$ cat config.mk
export PLATFORM = sky130hd
export DESIGN_NAME = wb_arbiter
export DESIGN_NICKNAME = d
export VERILOG_FILES = /design/src/rtl/wb_arbiter.sv
export SDC_FILE = /design/constraint.sdc
export NUM_CORES = 1
export LEC_CHECK = 0
export BUFFER_PORTS_ARGS = -buffer_cell sky130_fd_sc_hd__buf_4
export CAP_MARGIN = 20
export CORE_UTILIZATION = 52
export DETAILED_ROUTE_END_ITERATION = 12
export PLACE_DENSITY = 0.75
export RECOVER_POWER = 50
export SLEW_MARGIN = 20
export SYNTH_ARGS = -nofsm -noshare
export SYNTH_HDL_FRONTEND = slang
export SYNTH_SLANG_ARGS = --single-unit
export TNS_END_PERCENT = 5
$ cat constraint.sdc
create_clock -name clk -period 6.5 [get_ports clk]
set_input_delay 0.325 -clock clk [delete_from_list [all_inputs] [get_ports clk]]
set_output_delay 0.325 -clock clk [all_outputs]
set_load 0.1 [all_outputs]
$ cat src/rtl/wb_arbiter.sv
// Register-file writeback arbiter: core writes beat queued long-latency results; 1-cycle registered output.
// Core writes never stall; lu results back-pressure via lu_ready when the FIFO is full (no pop-through).
module wb_arbiter #(
    parameter int DEPTH = 4
) (
    input  logic        clk,
    input  logic        rst,
    input  logic        core_we,
    input  logic [4:0]  core_addr,
    input  logic [31:0] core_data,
    input  logic        lu_valid,
    input  logic [4:0]  lu_addr,
    input  logic [31:0] lu_data,
    output logic        lu_ready,
    input  logic        issue_valid,
    input  logic [4:0]  issue_addr,
    output logic        rf_we,
    output logic [4:0]  rf_addr,
    output logic [31:0] rf_data,
    output logic [31:0] busy,
    output logic [3:0]  fifo_count
);

    localparam int         PW      = (DEPTH > 1) ? $clog2(DEPTH) : 1;
    localparam logic [3:0] DEPTH_C = 4'(DEPTH);

    logic [4:0]    mem_addr_q [DEPTH];
    logic [31:0]   mem_data_q [DEPTH];
    logic [PW-1:0] rd_ptr_q, rd_ptr_d;
    logic [PW-1:0] wr_ptr_q, wr_ptr_d;
    logic [3:0]    count_q, count_d;
    logic          rf_we_q, rf_we_d;
    logic [4:0]    rf_addr_q, rf_addr_d;
    logic [31:0]   rf_data_q, rf_data_d;
    logic [31:0]   busy_q, busy_d;

    logic          push, pop, core_sel;
    logic [4:0]    head_addr;
    logic [31:0]   head_data;

    // Readiness looks only at current occupancy, so a same-cycle pop never frees a slot.
    assign lu_ready  = rst && (count_q < DEPTH_C);
    assign push      = lu_valid && lu_ready && (lu_addr != 5'd0);
    assign core_sel  = core_we && (core_addr != 5'd0);
    assign pop       = !core_sel && (count_q != 4'd0);
    assign head_addr = mem_addr_q[rd_ptr_q];
    assign head_data = mem_data_q[rd_ptr_q];

    always_comb begin
        rd_ptr_d  = rd_ptr_q;
        wr_ptr_d  = wr_ptr_q;
        count_d   = count_q;
        rf_we_d   = 1'b0;
        rf_addr_d = rf_addr_q;
        rf_data_d = rf_data_q;
        busy_d    = busy_q;

        if (push) begin
            wr_ptr_d = wr_ptr_q + PW'(1);
        end
        if (pop) begin
            rd_ptr_d = rd_ptr_q + PW'(1);
        end
        case ({push, pop})
            2'b10:   count_d = count_q + 4'd1;
            2'b01:   count_d = count_q - 4'd1;
            default: count_d = count_q;
        endcase

        if (core_sel) begin
            rf_we_d   = 1'b1;
            rf_addr_d = core_addr;
            rf_data_d = core_data;
        end else if (pop) begin
            rf_we_d           = 1'b1;
            rf_addr_d         = head_addr;
            rf_data_d         = head_data;
            busy_d[head_addr] = 1'b0;
        end

        // Applied after the pop clear so a same-cycle reissue keeps the bit set.
        if (issue_valid && (issue_addr != 5'd0)) begin
            busy_d[issue_addr] = 1'b1;
        end
        busy_d[0] = 1'b0;
    end

    always_ff @(posedge clk or negedge rst) begin
        if (!rst) begin
            rd_ptr_q  <= '0;
            wr_ptr_q  <= '0;
            count_q   <= '0;
            rf_we_q   <= 1'b0;
            rf_addr_q <= '0;
            rf_data_q <= '0;
            busy_q    <= '0;
        end else begin
            rd_ptr_q  <= rd_ptr_d;
            wr_ptr_q  <= wr_ptr_d;
            count_q   <= count_d;
            rf_we_q   <= rf_we_d;
            rf_addr_q <= rf_addr_d;
            rf_data_q <= rf_data_d;
            busy_q    <= busy_d;
        end
    end

    // Storage needs no reset: entries are only visible through count_q.
    always_ff @(posedge clk) begin
        if (push) begin
            mem_addr_q[wr_ptr_q] <= lu_addr;
            mem_data_q[wr_ptr_q] <= lu_data;
        end
    end

    assign rf_we      = rf_we_q;
    assign rf_addr    = rf_addr_q;
    assign rf_data    = rf_data_q;
    assign busy       = busy_q;
    assign fifo_count = count_q;

endmodule
==> results.py, run 1 <==
metrics = {
    "status": {
        "outcome": "completed",
    },
    "cts": {
        "holdBufCountCts": 0,
        "clk_pin_slew_ns": 0.06,
        "worstSkewPairLatency_ns": 0.49,
        "clock_path_buffers": 3,
        "cts_resized": 0,
        "cts-root-buf": "clkbuf_16",
        "cts_tree": "done",
        "cts_setup_buffers": 0,
        "numCtsBuffers": 23,
        "h-tree-depth": 1,
        "cts.sinks": 225,
    },
    "setup_path": {
        "path_cells": "buf_4 -> mux4_2 -> or4_1 -> o31ai_1 -> nand2_1",
        "timing.critical_path.buf_inv": 1,
        "crit_start": "rd_ptr_q[0]",
        "cpMaxStageDelayCell": "or4_1",
        "path_class": "flop to flop",
        "crit_family": "simple AND/OR/NAND/NOR gates",
        "max_stage_delay_ns": 0.87,
        "worstPathRequired_ns": 6.88,
        "cp-end-kind": "flop",
        "timing.rr.start": "rd_ptr_q[0]",
        "worst_ep_arrival_time_ns": 3.36,
        "worst-path-max-fanout": 40,
        "start_kind": "flop",
    },
    "detailed_routing": {
        "routed_wl_um": 20300,
        "routed_via_density": 5.77,
        "drt_iter0_drc": 479,
        "drc_errors": 0,
        "drt_pre_antenna_iters": 5,
        "vias": 5898,
        "ant_nets": 0,
        "wire_per_inst_um": 19.8,
    },
    "final_layout": {
        "syn_to_final_growth_pct": 19.6,
        "final_area_mm2": 0.0109,
        "fillCellCount": 1277,
        "n_antenna_cell": 0,
        "layout-drive-gt1-share_pct": 21.4,
        "layout.nets": 873,
    },
    "floorplanning": {
        "core_area_mm2": 0.0172,
        "start_util_pct": 53.1,
        "dieArea_mm2": 0.0181,
        "floorplan.rows": 48,
        "dieWidth_um": 135,
        "die_h_um": 135,
        "io_pins": 159,
    },
    "grt": {
        "grt_usage_pct": 22.6,
        "grt_antenna_before_repair": 0,
        "grt_max_degree": 78,
        "grt_pass1_vias": 6016,
        "grt-ovfl-total": 0,
        "grt_first_pass_wirelength_um": 31500,
    },
    "pwr": {
        "comb_power_share_pct": 43.9,
        "p_sw_share_pct": 46.2,
        "power.switching_uw": 2600,
        "p_seq_share_pct": 34.5,
        "power.internal_uw": 3030,
        "p_clk_share_pct": 21.6,
        "ir_drop_mv": 0.458,
        "p_leak_uw": 0.00404,
        "fin_total_pwr_uw": 5630,
        "power_density_mw_per_mm2": 515,
    },
    "synth": {
        "synth_cells": 629,
        "seq_area_frac_synth_pct": 69.6,
        "synth_cell_types": 47,
        "synthFlopType": "edfxtp_1",
        "yosysMostFrequentCell": "edfxtp_1",
        "syn_avg_cell_area_um2": 14.5,
        "yosysWarnings": 0,
        "synth_area_mm2": 0.00915,
        "yosys-top-cells-count": "edfxtp_1, nand2_1, dfrtp_1",
        "synth_top_area_share_pct": 48.6,
        "synth_edf_count": 148,
        "yosysTopAreaCell": "edfxtp_1",
        "yosys-top-cells-area": "edfxtp_1, dfrtp_1, mux4_2",
        "mappedNetlistNets": 720,
        "async_reset_ff_share_pct": 34.2,
        "ys_ff_latch": 225,
    },
    "place": {
        "io_buffer_count": 157,
        "dpl-instance-area_mm2": 0.0105,
        "place_hpwl_um": 12600,
        "dp_slack_ns": 3.46,
        "gp_congestion": 0.814,
    },
    "sta": {
        "fin_crit_ns": 2.99,
        "timing.final.ws_setup_ns": 3.51,
        "slew_viol_final": 0,
        "rsz0062_at_grt": "no",
        "finalClockSkew_ns": 0.00921,
        "slew_headroom_pct": 19.6,
        "setup-violations-final": 0,
        "final-hold-violation-count": 0,
        "max_freq_mhz": 335,
        "fin_crit_sh_pct": 46.0,
        "tightest_slew_ns": 1.21,
        "setup_tns_ns": 0,
    },
    "run": {
        "max_cap_viol_count": 0,
    },
    "worst_hold_path": {
        "hold_class": "primary input to asynchronous set/reset pin",
    },
}
-- sequential cells by signal, indices dropped and copies added, names as in the netlist --
| name | cells |
|---|---|
| rf_we | 1 |
| mem_data_q | 128 |
| rf_data | 32 |
| busy | 31 |
| fifo_count | 4 |
| rd_ptr_q | 2 |
| wr_ptr_q | 2 |
| mem_addr_q | 20 |
| rf_addr | 5 |
-- per-stage QoR --
| stage | utilization [%] | hold slack [ns] | instances |
|---|---|---|---|
| final | 63.5 | 0.0335 | 1023 |
| after global routing | 63.5 | 0.0934 | 1023 |
| after CTS | 65.1 | 0.0173 | 1023 |
| after detailed placement | 61.0 | 0.502 | 982 |
| after global placement | 61.0 | 0.484 | 982 |
| after floorplan | - | 0.0294 | 629 |
-- routing by layer --
metal / routed length (µm) / track usage (%)
met5: 0 / 0
met4: 299 / 6.87
met3: 1620 / 3.60
met2: 9860 / 38.4
met1: 8500 / 30.3
-- power by group through the flow --
stage / combinational (µW) / clock, µW / sequential, µW
2_1_floorplan: 753 / 0 / 3180
5_1_grt: 2580 / 1290 / 1960
4_1_cts: 2560 / 1240 / 1940
3_5_place_dp: 2550 / 0 / 1970
3_3_place_gp: 2510 / 0 / 1960
6_report: 2470 / 1220 / 1940
-- area by class of cell --
cell class                 count  area, µm²  area share (%)
inverter                       3       11.3           0.103
multi-input combinational    366       2630            24.1
tap                          225        282            2.57
timing repair buffer         163        946            8.64
clock inverter                 8       65.1           0.595
sequential                   225       6370            58.2
clock buffer                  33        633            5.79
-- path summary, 6_finish.rpt --
kind | cells after the start | slack, ns | to
setup / recovery | 5 | 3.51 | busy[25]
hold / removal | 2 | 0.03 | busy[18]
setup reg to reg | 5 | 3.51 | busy[25]
hold reg to reg | 2 | 0.51 | busy[7]
max in group asynchronous | 2 | 5.94 | rd_ptr_q[0]
min in group clk | 1 | 0.10 | mem_data_q[1][5]
-- cells in the final DEF, fill, tap and decap left out, types with 3 or more instances in the layout --
cell type,netlist,routed
or3b_1,3,3
a21oi_1,15,15
xor2_1,4,4
ha_1,7,7
o31ai_1,13,12
clkbuf_16,0,23
dfrtp_1,77,75
and3_1,3,3
nand3b_1,7,7
nor2_1,56,56
and3b_1,3,3
nor3_1,11,11
nand2_1,119,119
nor3b_1,5,5
xnor2_1,3,3
mux2i_1,3,3
and2_2,0,4
buf_4,1,87
clkinv_1,0,5
mux4_2,36,36
inv_1,3,3
o31ai_2,8,8
edfxtp_1,148,148
clkbuf_1,22,83
a31oi_1,38,38
-- logic make-up (layout without fill, tap and decap cells) --
logic type | Yosys count | after routing | share of synthesized area (%)
flip-flops | 225 | 225 | 69.6
AND/OR/NAND/NOR | 225 | 225 | 10.9
AO/OA/AOI/OAI | 85 | 85 | 6.48
multiplexers | 41 | 41 | 9.44
buffers and inverters | 38 | 207 | 1.86
adder cells (fa/ha/maj) | 7 | 7 | 0.957
XOR/XNOR | 7 | 7 | 0.670
other | 1 | 1 | 0.0410
No activity file was read; power rests on OpenSTA's default activity.
==> run 2, diff against run 1 <==
==> constraint.sdc (replaced) <==
create_clock -name clk -period 2.75 [get_ports clk]
set_input_delay 0.1375 -clock clk [delete_from_list [all_inputs] [get_ports clk]]
set_output_delay 0.1375 -clock clk [all_outputs]
set_load 0.1 [all_outputs]
==> results.py, run 2 (synthesis results as in run 1) <==
metrics = {
    "detailed_routing": {
        "drt_iter0_drc": 455,
        "routed_wl_um": 22300,
        "vias": 6387,
        "ant_nets": 0,
        "drc_errors": 0,
        "wire_per_inst_um": 19.9,
        "drt_pre_antenna_iters": 5,
        "routed_via_density": 5.72,
    },
    "sta": {
        "fin_crit_ns": 2.52,
        "slew_headroom_pct": 11.9,
        "slew_viol_final": 0,
        "fin_crit_sh_pct": 91.6,
        "final-hold-violation-count": 0,
        "setup_tns_ns": 0,
        "tightest_slew_ns": 1.33,
        "max_freq_mhz": 397,
        "rsz0062_at_grt": "no",
        "setup-violations-final": 0,
        "finalClockSkew_ns": 0.00721,
    },
    "cts": {
        "cts_setup_buffers": 0,
        "worstSkewPairLatency_ns": 0.49,
        "h-tree-depth": 1,
        "cts-root-buf": "clkbuf_16",
        "cts_tree": "done",
        "cts_resized": 0,
        "clock_path_buffers": 3,
        "cts.sinks": 225,
        "clk_pin_slew_ns": 0.06,
        "numCtsBuffers": 22,
        "holdBufCountCts": 81,
    },
    "grt": {
        "grt_usage_pct": 24.5,
        "grt_antenna_before_repair": 0,
        "grt_pass1_vias": 6579,
        "grt_first_pass_wirelength_um": 34000,
        "grt-ovfl-total": 0,
        "grt_max_degree": 76,
    },
    "final_layout": {
        "layout.nets": 968,
        "layout-drive-gt1-share_pct": 18.5,
        "largest-register": "mem_data_q",
        "fillCellCount": 1229,
        "final_core_util_pct": 68.5,
        "n_antenna_cell": 0,
        "largest_reg_flops": 128,
        "layout_common_cells": "edfxtp_1, nand2_1, clkbuf_1",
        "layout_commonest_cell": "edfxtp_1",
        "multi_input_area_mm2": 0.00267,
        "syn_to_final_growth_pct": 29.1,
        "fin_cells": 1117,
        "layout.area.seq_mm2": 0.00638,
    },
    "place": {
        "place_inst": 997,
        "gp_congestion": 0.841,
        "place_hpwl_um": 13600,
        "io_buffer_count": 157,
    },
    "setup_path": {
        "path_cells": "or4_1 -> nand2_1 -> nand2_1 -> a22o_1 -> dlygate4sd3_1",
        "start_kind": "flop",
        "path_class": "flop to flop",
        "cpMaxStageDelayCell": "or4_1",
        "crit_start": "fifo_count[1]",
        "crit_family": "simple AND/OR/NAND/NOR gates",
        "worst-path-max-fanout": 16,
        "worst_ep_arrival_time_ns": 2.90,
        "max_stage_delay_ns": 0.92,
        "timing.rr.start": "fifo_count[1]",
        "timing.critical_path.buf_inv": 1,
        "cp-end-kind": "flop",
        "worstPathRequired_ns": 3.13,
        "cp_common_cell": "nand2_1",
    },
    "floorplanning": {
        "floorplan.rows": 48,
        "io_pins": 159,
        "core_area_mm2": 0.0172,
        "die_h_um": 135,
        "start_util_pct": 53.1,
        "dieWidth_um": 135,
        "dieArea_mm2": 0.0181,
    },
    "pwr": {
        "p_leak_uw": 0.00436,
        "fin_total_pwr_uw": 13400,
        "power_density_mw_per_mm2": 1130,
        "ir_drop_mv": 1.08,
    },
    "worst_hold_path": {
        "hold_class": "primary input to flop",
        "hp-start": "issue_addr[0]",
    },
    "status": {
        "outcome": "completed",
    },
    "run": {
        "max_cap_viol_count": 0,
    },
}
==> run 2: changes by cell type in the layout (fill, tap and decap cells not counted), moves of 2 or more <==
cell	change
buf_4	-19
clkbuf_8	-2
clkbuf_1	+27
dlygate4sd3_1	+81
buf_12	+2
ha_1	-2
clkinv_2	+3
dfrtp_1	-2
==> run 2: cell type report <==
class                      instances  share of cell area, %
clock buffer                      26                   4.97
clock inverter                    13                  0.943
inverter                           3                  0.117
multi-input combinational        366                   22.6
sequential                       225                   54.0
tap                              225                   2.38
timing repair buffer             259                   15.0
==> run 2: report_power, final <==
group          total (µW)  internal (µW)  switching, µW
sequential           4510           4110            401
combinational        5960           1330           4630
clock                2930           1710           1220
total               13400           7150           6250
==> run 2: metal layers <==
| metal | vias to the layer above | part of all wire, % | track usage, % |
|---|---|---|---|
| met5 | - | 0 | 0 |
| met2 | 308 | 51 | 42.4 |
| met3 | 52 | 7.9 | 4.02 |
| met1 | 3184 | 39 | 31.8 |
| li1 | 2843 | - | - |
| met4 | 0 | 2.3 | 7.99 |
==> run 2: path summary, 6_finish.rpt <==
path | to | slack (ns) | cells past startpoint
min in group asynchronous | busy[24] | 0.40 | 3
max reg2reg | rf_addr[1] | 0.23 | 5
max in group asynchronous | rd_ptr_q[0] | 0.91 | 4
max | rf_addr[1] | 0.23 | 5
min reg2reg | busy[30] | 0.51 | 2
min | busy[12] | 0.03 | 4
==> run 2: metrics by stage <==
step                instance area (µm²)  hold slack, ns  setup WS [ns]
floorplan                          9200          -0.158         -0.365
global placement                  10700           0.257          0.394
detailed placement                10700           0.268          0.325
CTS                               12200         0.00100          0.236
global route                      11800          0.0299          0.146
finish                            11800          0.0268          0.230
==> run 2: worst min-delay path, cell delays in order <==
cell     delay (ns)
buf_4          0.13
nor4b_1        0.07
nor2_1         0.09
a21oi_1        0.05
